[src/rtl/cache_ctrl_fsm.sv]
// cache_ctrl_fsm: control FSM for a 4-way set-associative LFU cache datapath.
// Accepts one CPU access at a time. It drives the tag/data/LFU strobes and
// sequences RAM line fills on a read miss and word write-through on every write.
// It also keeps saturating hit and miss statistics.
// Ports:
//   clk, gen_reset            clock, synchronous active-high reset
//   run, RW, word_sel         CPU request, direction (1 = write), word index
//   hit                       datapath tag-compare result (valid in COMPARE)
//   ram_ack                   RAM completion
//   SelecMemCPU .. enable_contadores   datapath strobes
//   ram_req, ram_we           RAM request and direction (1 = word write)
//   done, error, busy         CPU handshake
//   hit_count, miss_count     saturating statistics
module cache_ctrl_fsm #(
  parameter int unsigned RAM_TIMEOUT = 64,
  parameter int unsigned CNT_W       = 16
) (
  input  logic             clk,
  input  logic             gen_reset,
  input  logic             run,
  input  logic             RW,
  input  logic [1:0]       word_sel,
  input  logic             hit,
  input  logic             ram_ack,
  output logic             SelecMemCPU,
  output logic             ReadEnableTag,
  output logic             ReadEnableData,
  output logic             count_read,
  output logic [1:0]       write_enable_cpu,
  output logic             cpu_word_we,
  output logic             write_enable_ram,
  output logic             enable_contadores,
  output logic             ram_req,
  output logic             ram_we,
  output logic             done,
  output logic             error,
  output logic             busy,
  output logic [CNT_W-1:0] hit_count,
  output logic [CNT_W-1:0] miss_count
);

  localparam int unsigned TO_W = $clog2(RAM_TIMEOUT + 1);

  localparam logic [3:0] S_IDLE     = 4'd0;
  localparam logic [3:0] S_LOOKUP   = 4'd1;
  localparam logic [3:0] S_COMPARE  = 4'd2;
  localparam logic [3:0] S_RD_HIT   = 4'd3;
  localparam logic [3:0] S_FILL_REQ = 4'd4;
  localparam logic [3:0] S_FILL     = 4'd5;
  localparam logic [3:0] S_WR_CACHE = 4'd6;
  localparam logic [3:0] S_WR_RAM   = 4'd7;
  localparam logic [3:0] S_DONE     = 4'd8;
  localparam logic [3:0] S_ERR      = 4'd9;

  logic [3:0]       state_q, state_d;
  logic             rw_q, rw_d;
  logic [1:0]       word_q, word_d;
  logic             refill_q, refill_d;
  logic [TO_W-1:0]  to_cnt_q, to_cnt_d;
  logic [CNT_W-1:0] hit_cnt_q, hit_cnt_d;
  logic [CNT_W-1:0] miss_cnt_q, miss_cnt_d;
  logic             hit_inc, miss_inc;

  // Registered copies of the state-decoded strobes
  logic       sel_q, sel_d;
  logic       rd_q, rd_d;
  logic [1:0] wec_q, wec_d;
  logic       cww_q, cww_d;
  logic       wer_q, wer_d;
  logic       ec_q, ec_d;
  logic       req_q, req_d;
  logic       rwe_q, rwe_d;
  logic       done_q, done_d;
  logic       err_q, err_d;
  logic       busy_q, busy_d;

  // Next-state, latched request and statistics logic
  always_comb begin
    state_d  = state_q;
    rw_d     = rw_q;
    word_d   = word_q;
    refill_d = refill_q;
    to_cnt_d = to_cnt_q;
    hit_inc  = 1'b0;
    miss_inc = 1'b0;
    case (state_q)
      S_IDLE: begin
        if (run) begin
          rw_d    = RW;
          word_d  = word_sel;
          state_d = S_LOOKUP;
        end
      end
      S_LOOKUP: state_d = S_COMPARE;
      S_COMPARE: begin
        if (hit) begin
          state_d = rw_q ? S_WR_CACHE : S_RD_HIT;
        end else if (rw_q) begin
          miss_inc = 1'b1;
          to_cnt_d = '0;
          state_d  = S_WR_RAM;
        end else if (refill_q) begin
          // A freshly filled line must hit; a second miss is fatal
          state_d = S_ERR;
        end else begin
          miss_inc = 1'b1;
          to_cnt_d = '0;
          state_d  = S_FILL_REQ;
        end
      end
      S_RD_HIT: begin
        hit_inc = ~refill_q;
        state_d = S_DONE;
      end
      S_FILL_REQ, S_WR_RAM: begin
        // Ack wins over timeout when both land in the same cycle
        if (ram_ack) begin
          state_d = (state_q == S_FILL_REQ) ? S_FILL : S_DONE;
        end else if (to_cnt_q == TO_W'(RAM_TIMEOUT)) begin
          state_d = S_ERR;
        end else begin
          to_cnt_d = to_cnt_q + TO_W'(1);
        end
      end
      S_FILL: begin
        refill_d = 1'b1;
        state_d  = S_LOOKUP;
      end
      S_WR_CACHE: begin
        hit_inc  = 1'b1;
        to_cnt_d = '0;
        state_d  = S_WR_RAM;
      end
      S_DONE, S_ERR: begin
        refill_d = 1'b0;
        state_d  = S_IDLE;
      end
      default: state_d = S_IDLE;
    endcase

    hit_cnt_d  = (hit_inc && (hit_cnt_q != '1)) ? hit_cnt_q + CNT_W'(1) : hit_cnt_q;
    miss_cnt_d = (miss_inc && (miss_cnt_q != '1)) ? miss_cnt_q + CNT_W'(1) : miss_cnt_q;
  end

  // Moore strobes decoded from the next state so the registered outputs line up with the state
  always_comb begin
    sel_d  = 1'b0;
    rd_d   = 1'b0;
    wec_d  = 2'd0;
    cww_d  = 1'b0;
    wer_d  = 1'b0;
    ec_d   = 1'b0;
    req_d  = 1'b0;
    rwe_d  = 1'b0;
    done_d = 1'b0;
    err_d  = 1'b0;
    busy_d = (state_d != S_IDLE);
    case (state_d)
      S_LOOKUP:   rd_d = 1'b1;
      S_RD_HIT:   ec_d = 1'b1;
      S_FILL_REQ: req_d = 1'b1;
      S_FILL: begin
        wer_d = 1'b1;
        ec_d  = 1'b1;
      end
      S_WR_CACHE: begin
        sel_d = 1'b1;
        cww_d = 1'b1;
        wec_d = word_d;
        ec_d  = 1'b1;
      end
      S_WR_RAM: begin
        req_d = 1'b1;
        rwe_d = 1'b1;
      end
      S_DONE: done_d = 1'b1;
      S_ERR: begin
        done_d = 1'b1;
        err_d  = 1'b1;
      end
      default: ;
    endcase
  end

  always_ff @(posedge clk) begin
    if (gen_reset) begin
      state_q    <= S_IDLE;
      rw_q       <= 1'b0;
      word_q     <= 2'd0;
      refill_q   <= 1'b0;
      to_cnt_q   <= '0;
      hit_cnt_q  <= '0;
      miss_cnt_q <= '0;
      sel_q      <= 1'b0;
      rd_q       <= 1'b0;
      wec_q      <= 2'd0;
      cww_q      <= 1'b0;
      wer_q      <= 1'b0;
      ec_q       <= 1'b0;
      req_q      <= 1'b0;
      rwe_q      <= 1'b0;
      done_q     <= 1'b0;
      err_q      <= 1'b0;
      busy_q     <= 1'b0;
    end else begin
      state_q    <= state_d;
      rw_q       <= rw_d;
      word_q     <= word_d;
      refill_q   <= refill_d;
      to_cnt_q   <= to_cnt_d;
      hit_cnt_q  <= hit_cnt_d;
      miss_cnt_q <= miss_cnt_d;
      sel_q      <= sel_d;
      rd_q       <= rd_d;
      wec_q      <= wec_d;
      cww_q      <= cww_d;
      wer_q      <= wer_d;
      ec_q       <= ec_d;
      req_q      <= req_d;
      rwe_q      <= rwe_d;
      done_q     <= done_d;
      err_q      <= err_d;
      busy_q     <= busy_d;
    end
  end

  assign SelecMemCPU       = sel_q;
  assign ReadEnableTag     = rd_q;
  assign ReadEnableData    = rd_q;
  assign count_read        = rd_q;
  assign write_enable_cpu  = wec_q;
  assign cpu_word_we       = cww_q;
  assign write_enable_ram  = wer_q;
  assign enable_contadores = ec_q;
  assign ram_req           = req_q;
  assign ram_we            = rwe_q;
  assign done              = done_q;
  assign error             = err_q;
  assign busy              = busy_q;
  assign hit_count         = hit_cnt_q;
  assign miss_count        = miss_cnt_q;

endmodule

[config.mk]
export PLATFORM = sky130hd
export DESIGN_NAME = cache_ctrl_fsm
export DESIGN_NICKNAME = d
export VERILOG_FILES = /design/src/rtl/cache_ctrl_fsm.sv
export SDC_FILE = /design/constraint.sdc
export NUM_CORES = 1
export LEC_CHECK = 0
export ABC_AREA = 1
export BUFFER_PORTS_ARGS = -buffer_cell sky130_fd_sc_hd__buf_4
export CAP_MARGIN = 20
export CORE_ASPECT_RATIO = 1.1
export CORE_MARGIN = 1.5
export CORE_UTILIZATION = 44
export CTS_CLUSTER_SIZE = 20
export DETAILED_ROUTE_END_ITERATION = 8
export GPL_TIMING_DRIVEN = 0
export PLACE_DENSITY = 0.63
export RECOVER_POWER = 25
export SLEW_MARGIN = 20
export SYNTH_ARGS = -nofsm -noshare
export SYNTH_HDL_FRONTEND = slang
export SYNTH_SLANG_ARGS = --single-unit
[constraint.sdc]
create_clock -name clk -period 2 [get_ports clk]
set_clock_uncertainty 0.1 [all_clocks]
set_input_delay 0.3 -clock clk [delete_from_list [all_inputs] [get_ports clk]]
set_output_delay 0.3 -clock clk [all_outputs]
set_load 0.02 [all_outputs]
# ---- Word level (Yosys, flattened, before mapping)
# Index checks and enable logic that the tools add are counted.
dict set report op_classes {
  n_mux 31
  n_addsub 3
  bitwise_logic 2
  reduce_logical 14
  n_eq_ne 24
}
# cell n
set op_table {}
lappend op_table {{7-bit two-way mux} 5}
lappend op_table {{16-bit by 1-bit adder with 16-bit output (second input constant)} 2}
lappend op_table {{4-bit by 3-bit == test with 1-bit output (second input constant)} 8}
lappend op_table {{16-bit inequality test (second input constant)} 2}
lappend op_table {{4-bit two-way mux} 7}
lappend op_table {{4-bit case mux with 7 select lines} 1}
lappend op_table {{7-bit case mux with 3 select lines} 1}
lappend op_table {{4-bit == test (second input constant)} 4}
lappend op_table {{4-bit by 2-bit == test with 1-bit output (second input constant)} 3}
lappend op_table {{1-bit two-way mux} 12}
lappend op_table {{2-bit OR reduction} 5}
lappend op_table {{4-bit by 1-bit == test with 1-bit output (second input constant)} 2}
lappend op_table {{7-bit by 1-bit adder with 7-bit output (second input constant)} 1}
lappend op_table {{7-bit == test (second input constant)} 1}
lappend op_table {{2-bit inequality test (second input constant)} 3}
lappend op_table {{5-bit AND reduction} 1}
lappend op_table {{4-bit logical NOT} 1}
lappend op_table {{2-bit two-way mux} 2}
lappend op_table {{1-bit case mux with 2 select lines} 2}
lappend op_table {{4-bit nonzero test} 1}
lappend op_table {{3-bit two-way mux} 1}
lappend op_table {{3-bit inequality test (second input constant)} 1}
lappend op_table {{3-bit nonzero test} 1}
lappend op_table {{3-bit OR reduction} 1}
lappend op_table {{4 further kinds} 6}
dict set report word_totals {
  register_bits 58
  word_cells 91
}

# ---- Depth between registers and ports, before layout
dict set report logic_depth {
  word_depth 7
  depth_mapped 11
  mapped_depth_nobuf 11
}

# ---- Least setup slack after synthesis
# OpenSTA, ideal clock, no wires.
dict set report synth_timing {
  path_type {flip-flop to flip-flop}
  from {register miss_cnt_q[1], in the netlist miss_count[1]}
  to {register miss_cnt_q[11], in the netlist miss_count[11]}
  period_less_slack_ns 1.877
  t_arrival_ns 1.636
  path_buffers 1
  stages_incl_launch_ff 12
  setup_ns 0.140
  setup_slack_ns 0.123
  path_cell_list {dfxtp_1 > ha_1 > nand2_2 > nor2_4 > inv_2 > nor2_4 > nand3_2 > nand2_4 > inv_4 > buf_6 > nand2_1 > a21oi_2}
}
dict set report synth_via {
  elab_chain_len 2
  elab_cells_between_ends 3
  classes_between {1 x add/sub; 1 x eq/ne; 1 x reduce/logical}
}
# item line
set synth_lines {}
lappend synth_lines {{from (decl)} 61} ;# logic [CNT_W-1:0] miss_cnt_q, miss_cnt_d;
lappend synth_lines {{from (signal assigned)} 212} ;# miss_cnt_q <= miss_cnt_d;
lappend synth_lines {{parallel branches: the longest is 2 deep, another holds 16-bit by 1-bit adder with 16-bit output} -}
# Parallel ways; which one is timed is not known.
# A chain may end at the register's enable or synchronous reset.

# ---- Worst setup path after layout
dict set report layout_timing {
  from {register miss_cnt_q[0], in the netlist miss_count[0]}
  to {register miss_cnt_q[13], in the netlist miss_count[13]}
}
# Same word-level chain as after synthesis.

==> results.sh <==
export IMPL_status="completed"
export IMPL_final_antenna_net_count=0
export IMPL_die_area_mm2=0.007816
export IMPL_drt_initial_drc_count=124
export IMPL_worstPathMaxFanout=10
export IMPL_synth_top_area_frac=0.3618
export IMPL_gp_congestion=0.9099
export IMPL_clk_latency_ps=350
export IMPL_grtUsageTotal=0.2158
export IMPL_grt_antenna_before_repair=0
export IMPL_cts_tree="built"
export IMPL_post_place_ws_ps=20.72
export IMPL_arrival_ps=1950
export IMPL_ir_drop_v=0.0004403
export IMPL_critPathCaptureType="flip-flop"
export IMPL_yosys_top_cells_area="dfxtp_1 (36%), nand2_1 (14%), nor2_1 (6.9%), inv_1 (5.8%), nand3_1 (5.3%)"
export IMPL_overflow=0
export IMPL_dieHeight_um=92.57
export IMPL_netlist_instances=474
export IMPL_synth_enable_flop_cells=0
export IMPL_timing_fmax_mhz=540.9
export IMPL_drtPass1Iterations=5
export IMPL_hold_slack_ps=157.5
export IMPL_grtUsageMet1=0.2698
export IMPL_grt_busiest_layer="met2"
export IMPL_area_growth_synth_to_final_pct=23.47
export IMPL_yosys_top_cells_count="nand2_1 (121), nor2_1 (59), dfxtp_1 (58), inv_1 (50), nand3_1 (34)"
export IMPL_ys_flop_type="dfxtp_1"
export IMPL_yosysMostFrequentCell="nand2_1"
export IMPL_worstPathRequired_ps=2100
export IMPL_die_w_um=84.43
export IMPL_final_hold_viol_count=0
export IMPL_routed_wl_um=8159
export IMPL_swShare=0.2391
export IMPL_power_switching_w=0.0007402
export IMPL_synthDistinctLibCells=35
export IMPL_intPower_w=0.002356
export IMPL_yosysTopAreaCell="dfxtp_1"
export IMPL_layout_min_cycle_time_ps=1849
export IMPL_ys_ff_latch=58
export IMPL_vias_per_cell=5.129
export IMPL_finalCritPeriodShare=0.9244
export IMPL_async_reset_ff_frac=0
export IMPL_cp_slowest_cell="dfxtp_2"
export IMPL_final_seq_area_mm2=0.001166
export IMPL_core_area_mm2=0.007047
export IMPL_critPathLaunchType="flip-flop"
export IMPL_leakagePower_nw=1.562
export IMPL_rsz0062_at_grt="false"
export IMPL_cts_sinks=58
export IMPL_finalPower_w=0.003097
export IMPL_comb_power_share=0.104
export IMPL_root_buffer="clkbuf_8"
export IMPL_yosysWarningCount=0
export IMPL_rows=32
export IMPL_cts_buffers=9
export IMPL_crit_top_cell="nor2_4"
export IMPL_path_cells="ha_4 -> nand2_2 -> nor2_4 -> inv_2 -> nor2_4 -> nand3_2 -> nand2_4 -> inv_4 -> buf_6 -> nand2_1 -> a21oi_2"
export IMPL_setup_viol=0
export IMPL_boundaryPins=54
export IMPL_drc=0
export IMPL_slew_limit_headroom=0.5261
export IMPL_nNetsFinal=551
export IMPL_final_max_slew_viol_count=0
export IMPL_met2_usage=0.3600
export IMPL_grt_util_met3=0.03387
export IMPL_wl_per_cell_um=12.97
export IMPL_cap_viol_max_count=0
export IMPL_grt_pass1_wl_um=13540
export IMPL_ys_seq_area_frac=0.3618
export IMPL_syn_nets=486
export IMPL_fillers=694
export IMPL_utilization=0.5623
export IMPL_p_clk_frac=0.500
export IMPL_worst_pin_slew_ps=710.9
export IMPL_max_stage_delay_ps=400
export IMPL_antenna_cells=0
export IMPL_cts_buffer_depth=2
export IMPL_worst_slack_ps=151.1
export IMPL_crit_type="reg2reg"
export IMPL_syn_cell_area_mm2=0.003209
export IMPL_synth_area_per_cell_um2=6.771
export IMPL_powerDensity_mw_per_mm2=781.5
export IMPL_multi_input_area_mm2=0.001770
export IMPL_h_tree_depth=3
export IMPL_port_buffers=52
export IMPL_vias=3226
export IMPL_rrSetupSlack_ps=150
export IMPL_initial_utilization=0.4554
export IMPL_grt_max_degree=11
export IMPL_p_seq_frac=0.395
export IMPL_grt_pass1_vias=2992
export IMPL_hpwl_um=5824
export IMPL_fin_setup_tns_ps=0
export IMPL_drive_gt1_frac=0.1875
export IMPL_path_clk_slew_ps=70
export IMPL_worstHoldPathType="in2reg"
-- stage by stage --
stage               cell area (µm²)  instances
finish                         3963        629
global route                   3963        629
CTS                            3991        627
detailed placement             3706        611
global placement               3706        611
floorplan                      3209        474
-- state kept, by name, summed over array words and instances (netlist names), 2 cells and up --
name	flops
write_enable_cpu	2
state_q	4
hit_count	16
to_cnt_q	7
miss_count	16
word_q	2
-- layout by cell type, fill, tap and decap left out, types with 11 or more instances in the layout --
| master | count |
|---|---|
| a21oi_1 | 30 |
| buf_4 | 37 |
| clkbuf_1 | 26 |
| clkbuf_8 | 12 |
| dfxtp_1 | 54 |
| inv_1 | 50 |
| nand2_1 | 120 |
| nand2_2 | 13 |
| nand3_1 | 34 |
| nand4_1 | 11 |
| nor2_1 | 58 |
| nor3_1 | 17 |
| xor2_1 | 12 |
-- final cells by class --
cell class / instances / share of cell area
repair buffers: 53 / 0.08147
well taps: 85 / 0.02684
plain buffers: 13 / 0.02305
repair inverters: 1 / 0.001895
clock inverters: 4 / 0.03031
inverters: 55 / 0.05368
flip-flops and latches: 58 / 0.2943
clock buffers: 12 / 0.04168
multi-input cells: 348 / 0.4468
-- kinds of logic after synthesis --
kind of cell               share of synthesized area
AOI/OAI and AO/OA                            0.09864
xor gates and xnor gates                     0.05185
adders and majority gates                    0.01560
buffers and inverters                        0.09201
DFF                                           0.3618
and+or+nand+nor                               0.3801
-- critical path, delay by kind of cell, from the launching register on --
family | cells | cell delay [ps]
simple gates | 6 | 710
flops | 1 | 400
buf+inv | 3 | 260
fa+ha+maj | 1 | 180
compound gates | 1 | 50
-- power by group through the flow --
stage	Clock, W	Sequential (W)	Combinational [W]
after floorplan	0	0.00126	0.000212
after global routing	0.00163	0.00123	0.000362
after CTS	0.00157	0.00122	0.000330
after global placement	0	0.00125	0.000328
after detailed placement	0	0.00125	0.000329
final	0.00155	0.00122	0.000323
-- metal layers --
metal,share of wire,vias to the layer above
met4,0.023,0
met1,0.46,1492
met3,0.039,16
li1,-,1645
met2,0.48,73
met5,0,-
-- worst paths after layout --
path	from	to	cells after the start
setup reg to reg	miss_count[0]	miss_count[13]	11
setup / recovery	miss_count[0]	miss_count[13]	11
hold / removal	RW	rw_q	3
hold reg to reg	hit_count[1]	hit_count[1]	2
-- repair_timing --
item,4_1_cts,5_1_grt
setup endpoints to repair,0,30
setup buffers,0,1
hold endpoints to repair,0,0
hold buffers,0,0
resized for setup,0,13
No activity file was read; power rests on OpenSTA's default activity.
